### src/rtl/internal_paths_pipe.sv
// internal_paths_pipe
//   Registered tapped pipeline for timing-path characterisation. A launch
//   register s[0] feeds DEPTH stages s[1..DEPTH]; NTAPS capture registers
//   sample programmable stages, one timing path group per tap.
// Ports:
//   clk, rst        rising-edge clock, synchronous active-high reset
//   in_valid, in    input qualifier and data
//   en              advance; 0 holds everything (valid input is dropped)
//   flush           with en=1: clears all stage/tap valids, input discarded
//   sel             combinational output tap select
//   out, out_valid  selected tap data/valid (0 for sel >= NTAPS)
//   taps, taps_valid  all capture registers, tap k at [WIDTH*k +: WIDTH]
//   occupancy       popcount of stage valids v[0..DEPTH]
//   drop_cnt        saturating count of inputs dropped while en=0
module internal_paths_pipe #(
  parameter int                 WIDTH   = 1,
  parameter int                 DEPTH   = 6,
  parameter int                 NTAPS   = 5,
  parameter logic [NTAPS*8-1:0] TAP_POS = {8'd6, 8'd4, 8'd3, 8'd2, 8'd1},
  parameter int                 SELW    = 3,
  parameter int                 CW      = 3
) (
  input  logic                   clk,
  input  logic                   rst,
  input  logic                   in_valid,
  input  logic [WIDTH-1:0]       in,
  input  logic                   en,
  input  logic                   flush,
  input  logic [SELW-1:0]        sel,
  output logic [WIDTH-1:0]       out,
  output logic                   out_valid,
  output logic [NTAPS*WIDTH-1:0] taps,
  output logic [NTAPS-1:0]       taps_valid,
  output logic [CW-1:0]          occupancy,
  output logic [7:0]             drop_cnt
);

  logic [DEPTH:0][WIDTH-1:0] s_q, s_d;
  logic [DEPTH:0]            v_q, v_d;
  logic [NTAPS-1:0][WIDTH-1:0] tap_q, tap_d;
  logic [NTAPS-1:0]          tv_q, tv_d;
  logic [7:0]                drop_q, drop_d;

  // Tap source selection is fixed at elaboration, so each capture register
  // sees a plain wire from its stage.
  logic [NTAPS-1:0][WIDTH-1:0] tap_src;
  logic [NTAPS-1:0]            tap_src_v;

  for (genvar k = 0; k < NTAPS; k++) begin : g_tap
    localparam int P = int'(TAP_POS[8*k +: 8]);
    assign tap_src[k]   = s_q[P];
    assign tap_src_v[k] = v_q[P];
  end

  always_comb begin
    s_d    = s_q;
    v_d    = v_q;
    tap_d  = tap_q;
    tv_d   = tv_q;
    drop_d = drop_q;
    if (en) begin
      if (flush) begin
        // Data is left in place; only the valids matter after a flush.
        v_d  = '0;
        tv_d = '0;
      end else begin
        s_d   = {s_q[DEPTH-1:0], in};
        v_d   = {v_q[DEPTH-1:0], in_valid};
        tap_d = tap_src;
        tv_d  = tap_src_v;
      end
    end else if (in_valid && (drop_q != 8'hFF)) begin
      drop_d = drop_q + 8'd1;
    end
  end

  always_ff @(posedge clk) begin
    if (rst) begin
      s_q    <= '0;
      v_q    <= '0;
      tap_q  <= '0;
      tv_q   <= '0;
      drop_q <= '0;
    end else begin
      s_q    <= s_d;
      v_q    <= v_d;
      tap_q  <= tap_d;
      tv_q   <= tv_d;
      drop_q <= drop_d;
    end
  end

  // Output mux; indices with no tap behind them read as zero.
  always_comb begin
    out       = '0;
    out_valid = 1'b0;
    for (int k = 0; k < NTAPS; k++) begin
      if (sel == SELW'(k)) begin
        out       = tap_q[k];
        out_valid = tv_q[k];
      end
    end
  end

  always_comb begin
    occupancy = '0;
    for (int i = 0; i <= DEPTH; i++) occupancy = occupancy + CW'(v_q[i]);
  end

  assign taps       = tap_q;
  assign taps_valid = tv_q;
  assign drop_cnt   = drop_q;

endmodule
### config.mk
export PLATFORM = sky130hd
export DESIGN_NAME = internal_paths_pipe
export DESIGN_NICKNAME = d
export VERILOG_FILES = /design/src/rtl/internal_paths_pipe.sv
export SDC_FILE = /design/constraint.sdc
export NUM_CORES = 1
export LEC_CHECK = 0
export CORE_MARGIN = 2
export CORE_UTILIZATION = 46
export CTS_BUF_LIST = sky130_fd_sc_hd__clkbuf_8
export CTS_CLUSTER_SIZE = 28
export DETAILED_ROUTE_END_ITERATION = 7
export PLACE_DENSITY_LB_ADDON = 0.1
export SYNTH_ARGS = -nofsm -noshare
export SYNTH_HDL_FRONTEND = slang
export SYNTH_SLANG_ARGS = --single-unit
### constraint.sdc
create_clock -name clk -period 2.8 [get_ports clk]
set_clock_uncertainty 0.1 [all_clocks]
set_input_delay 0.56 -clock clk [delete_from_list [all_inputs] [get_ports clk]]
set_output_delay 0.56 -clock clk [all_outputs]
set_load 0.1 [all_outputs]
==> flow_metrics.env, run 1 <==
export IMPL_outcome="finished with violations"
export IMPL_violations="design-rule violations, negative setup slack"
export IMPL_detailroute_via_count=1158
export IMPL_cp_cell_sequence="inv_2, fa_1, fa_1, inv_1, fa_2, fa_2, buf_12"
export IMPL_overflow=0
export IMPL_worstReg2RegStart="drop_cnt[0]"
export IMPL_finalNetCount=195
export IMPL_syn_mean_instance_area_um2=8.86
export IMPL_place_gp_congestion=0.767
export IMPL_crit_path_max_fanout=2
export IMPL_grt_use_total=0.168
export IMPL_synth_warnings=0
export IMPL_yosysSeqAreaShare=0.350
export IMPL_die_width_um=58.7
export IMPL_power_per_cell_area_mw_per_mm2=421
export IMPL_drive_above_1_share=0.294
export IMPL_syn2layout_area_growth_pct=26.9
export IMPL_synthFlopType="dfxtp_1"
export IMPL_ys_ff_latch=24
export IMPL_placedInstanceArea_mm2=0.00166
export IMPL_die_area_mm2=0.00344
export IMPL_r2r_end="drop_cnt[0]"
export IMPL_hold_viol_final=0
export IMPL_drc=2
export IMPL_arrival_ns=2.75
export IMPL_numCtsBuffers=3
export IMPL_reg2regPathDepth=4
export IMPL_crit_slowest_cell="fa_2"
export IMPL_die_height_um=58.7
export IMPL_achievable_frequency_ghz=0.293
export IMPL_grt_max_degree=19
export IMPL_wl_per_cell_um=12.6
export IMPL_synth_edff_count=0
export IMPL_cts_buffer_depth=2
export IMPL_slowest_delay_ns=0.56
export IMPL_finalCritPeriodShare=1.22
export IMPL_ys_types=40
export IMPL_tightest_slew_ns=0.518
export IMPL_postLayoutCellArea_mm2=0.00174
export IMPL_initial_core_util=0.490
export IMPL_min_to="taps[0]"
export IMPL_ir_worst_vdd_mv=0.284
export IMPL_rrSetupSlack_ns=1.17
export IMPL_first_iter_violations=47
export IMPL_power_uw=733
export IMPL_core_rowCount=19
export IMPL_yosysTopAreaCellShare=0.350
export IMPL_relSlewSlack=0.654
export IMPL_syn_inst=155
export IMPL_grt_pass1_vias=1023
export IMPL_antenna_found_initial=0
export IMPL_cts_hold_buf=0
export IMPL_clock_sinks=24
export IMPL_cts_root_buf="clkbuf_8"
export IMPL_slew_violations=0
export IMPL_routed_wl_um=2660
export IMPL_whs_ns=0.361
export IMPL_hpwl_um=1980
export IMPL_antenna_cells=0
export IMPL_io_buffers=31
export IMPL_fin_tns_setup_ns=-1.29
export IMPL_worstSetupPathType="reg2out"
export IMPL_holdPathStages=2
export IMPL_worstPathRequired_ns=2.14
export IMPL_core_mm2=0.00281
export IMPL_first_pass_iters=6
export IMPL_syn_nets=169
export IMPL_synth_common_cells="dfxtp_1, nand2_1, a21oi_1"
export IMPL_cts_clk_slew_worst_paths_ns=0.09
export IMPL_netlist_top_cell_by_area="dfxtp_1"
export IMPL_htree_levels=1
export IMPL_setup_viol=3
export IMPL_finalWorstSetupSlack_ns=-0.612
export IMPL_p_leak_uw=0.000684
export IMPL_grt_pass1_wl_um=4440
export IMPL_rsz0062_at_grt="true"
export IMPL_worst_setup_path_start_kind="flip-flop"
export IMPL_post_route_min_period_ns=3.41
export IMPL_end_kind="primary output"
export IMPL_drv_cap=0
export IMPL_ios=32
export IMPL_ys_top_cells_by_area="dfxtp_1, nand2_1, a21oi_1"
export IMPL_final_util=0.621
export IMPL_syn_area_mm2=0.00137
export IMPL_ant_nets=0
export IMPL_routed_via_density=5.49
export IMPL_clkLatencyLatePin_ns=0.27
export IMPL_ys_async_sr_fraction=0
export IMPL_hold_class="reg2reg"
export IMPL_tritoncts="built"
export IMPL_hold_start="s_q[1]"
-- routing by layer --
layer	global-route usage	vias up	part of all wire
met1	0.208	540	0.46
met2	0.283	35	0.47
li1	-	579	-
met4	0.0812	0	0.012
met5	0	-	0
met3	0.0308	4	0.063
-- report_power, final --
part / total, µW / switching [µW] / internal [µW]
logic: 80.9 / 48.9 / 32.0
registers: 348 / 3.22 / 345
clock network: 305 / 113 / 191
total: 733 / 166 / 568
-- how the worst max path moves through the flow --
stage,start,to,slack (ns),cells past startpoint
after floorplan,v_q[1],occupancy[1],-0.44,6
after global placement,v_q[1],occupancy[1],-0.31,7
after detailed placement,v_q[0],occupancy[1],-0.36,7
after CTS,v_q[1],occupancy[1],-0.63,7
after global routing,v_q[1],occupancy[1],-0.70,7
final,v_q[1],occupancy[1],-0.61,7
-- critical path, delay by kind of cell, from the launching register on --
| kind | cells | cell delay (ns) |
|---|---|---|
| buffers and inverters | 3 | 0.27 |
| adder cells (fa/ha/maj) | 4 | 1.87 |
| flip-flops | 1 | 0.34 |
-- layout by cell type (no fill, tap or decap), drive strengths merged, types with 2 or more instances in the layout --
cell type	count
and4b	3
and3	3
nand2b	7
clkbuf	3
nor2b	7
nand2	24
inv	8
o221ai	2
dfxtp	24
clkdlybuf4s50	8
and4	4
o22ai	5
nor3	4
a21oi	16
nand3b	3
nand3	5
mux2i	5
buf	31
fa	4
nor2	2
-- metrics by stage --
step,setup WS (ns),cells
global route,-0.697,211
global placement,-0.306,205
detailed placement,-0.358,205
CTS,-0.631,210
finish,-0.612,211
floorplan,-0.441,155
-- cell type report --
cell class                      count  area, µm²
Tap cell                           31       38.8
Multi-Input combinational cell    105        744
Timing Repair Buffer               39        375
Inverter                            8       30.0
Fill cell                         244       1060
Clock inverter                      1       30.0
Sequential cell                    24        483
Clock buffer                        3       41.3
-- registers in the layout, indices dropped and copies added, names as in the netlist --
signal,cells
taps_valid,1
drop_cnt,8
taps,5
s_q,3
v_q,7
-- kinds of logic (layout without fill, tap and decap cells) --
group	count (synthesis)	count (layout)	synth area share
AND/OR/NAND/NOR	64	64	0.270
AO/OA/AOI/OAI	30	30	0.145
buffers and inverters	26	51	0.121
flip-flops	24	24	0.350
adder cells (fa/ha/maj)	5	5	0.0674
multiplexers	6	6	0.0474
-- repair_timing --
action | 4_1_cts | 5_1_grt
endpoints found under the setup margin | 3 | 3
resized for setup | 0 | 0
setup buffers | 1 | 1
pin swaps | 2 | 0
Power figures use the tool's default switching activity.
==> run 2: changes to the inputs <==
Settings changed: SLEW_MARGIN set to 20.
==> results of run 2 <==
Final layout, timing and power as in run 1 (identical DEF).
==> run 3: changes to the inputs <==
Settings changed: CORE_UTILIZATION 46 to 50.
Clock period 2.8 ns to 4.25 ns, I/O delays scaled along.
==> flow_metrics.env, run 3 (synthesis gave the netlist of run 1 again) <==
export IMPL_cts_root_buf="clkbuf_8"
export IMPL_finalWorstSetupSlack_ns=0.444
export IMPL_cts_clk_slew_worst_paths_ns=0.09
export IMPL_worstSetupPathType="reg2out"
export IMPL_place_gp_congestion=0.748
export IMPL_cts_hold_buf=0
export IMPL_reg2regPathDepth=4
export IMPL_htree_levels=1
export IMPL_numCtsBuffers=3
export IMPL_post_route_min_period_ns=3.81
export IMPL_placedInstanceArea_mm2=0.00159
export IMPL_antenna_found_initial=0
export IMPL_top_usage_layer="met2"
export IMPL_p_leak_uw=0.000597
export IMPL_p_clk_frac=0.415
export IMPL_drv_cap=0
export IMPL_hpwl_um=1730
export IMPL_setup_viol=0
export IMPL_ios=32
export IMPL_core_rowCount=19
export IMPL_p_comb_frac=0.102
export IMPL_antenna_cells=0
export IMPL_syn2layout_area_growth_pct=20.7
export IMPL_tightest_slew_ns=0.977
export IMPL_first_iter_violations=34
export IMPL_die_area_mm2=0.00318
export IMPL_clkLatencyLatePin_ns=0.26
export IMPL_grt_pass1_vias=983
export IMPL_power_per_cell_area_mw_per_mm2=286
export IMPL_slew_violations=0
export IMPL_grt_use_total=0.162
export IMPL_postLayoutCellArea_mm2=0.00166
export IMPL_cts_buffer_depth=2
export IMPL_relSlewSlack=0.347
export IMPL_fin_tns_setup_ns=0
export IMPL_finalCritPeriodShare=0.895
export IMPL_die_width_um=56.4
export IMPL_ant_nets=0
export IMPL_die_height_um=56.4
export IMPL_fill_cells=248
export IMPL_postCtsSetupBuffers=0
export IMPL_initial_core_util=0.511
export IMPL_wl_per_cell_um=11.8
export IMPL_seq_power_share=0.483
export IMPL_achievable_frequency_ghz=0.263
export IMPL_worst_setup_path_start_kind="flip-flop"
export IMPL_rsz0062_at_grt="false"
export IMPL_holdPathStages=2
export IMPL_crit_path_max_fanout=4
export IMPL_p_int_uw=370
export IMPL_final_cell_mix="clkdlybuf4s50_1, nand2_1, dfxtp_1, a21oi_1, inv_1"
export IMPL_grt_max_degree=27
export IMPL_outcome="complete, no violations"
export IMPL_pre_cts_slack_ns=0.718
export IMPL_grt_util_met1=0.216
export IMPL_drive_above_1_share=0.110
export IMPL_routed_via_density=5.46
export IMPL_arrival_ns=2.86
export IMPL_cts_resized=0
export IMPL_gr_usage_met2=0.257
export IMPL_grt_pass1_wl_um=4200
export IMPL_use_met3=0.0369
export IMPL_detailroute_via_count=1109
export IMPL_hold_viol_final=0
export IMPL_clock_sinks=24
export IMPL_core_mm2=0.00269
export IMPL_power_switching_uw=104
export IMPL_whs_ns=0.356
export IMPL_tritoncts="built"
export IMPL_sw_frac_of_total=0.219
export IMPL_first_pass_iters=4
export IMPL_final_util=0.617
export IMPL_largest_reg_flops=8
export IMPL_worstPathRequired_ns=3.30
export IMPL_io_buffers=31
export IMPL_hold_class="reg2reg"
export IMPL_ir_worst_vdd_mv=0.178
export IMPL_drc=0
export IMPL_finalNetCount=187
export IMPL_mostFrequentLayoutCell="clkdlybuf4s50_1"
export IMPL_overflow=0
export IMPL_routed_wl_um=2400
export IMPL_end_kind="primary output"
## run 3: through the flow
stage          total power, µW  std cells
6_report                   474        203
5_1_grt                    495        203
4_1_cts                    481        203
3_5_place_dp               283        199
3_3_place_gp               282        199
2_1_floorplan              271        155
## run 3: cell type report
class	count	area (µm²)	share of cell area
multi-input cells	105	727	0.438
flip-flops and latches	24	480	0.290
repair buffers	31	310	0.187
clock buffers	3	41.3	0.0249
well taps	31	38.8	0.0234
clock inverters	1	30.0	0.0181
inverters	8	30.0	0.0181
## run 3: power by group through the flow
stage               clock (µW)  sequential (µW)  combinational [µW]
floorplan                    0              242                29.2
global placement             0              234                47.8
detailed placement           0              234                48.6
CTS                        204              229                48.7
global route               214              229                52.0
finish                     197              229                48.3
## run 3: worst paths after layout
kind,start,end,slack (ns)
setup / recovery,v_q[3],occupancy[1],0.44
hold / removal,s_q[1],taps[0],0.36
setup reg to reg,drop_cnt[0],drop_cnt[0],2.65
hold reg to reg,s_q[1],taps[0],0.36
## run 3: critical path: stages, from the launching register on
cell and delay (ns):
dfxtp_1 0.38, inv_1 0.09, fa_1 0.49, fa_1 0.49
inv_1 0.05, fa_1 0.37, fa_1 0.54, buf_12 0.18
## run 3: metal layers
layer / part of all wire / up-vias
li1: - / 561
met1: 0.46 / 508
met2: 0.46 / 38
met3: 0.073 / 2
met4: 0.0063 / 0
met5: 0 / -
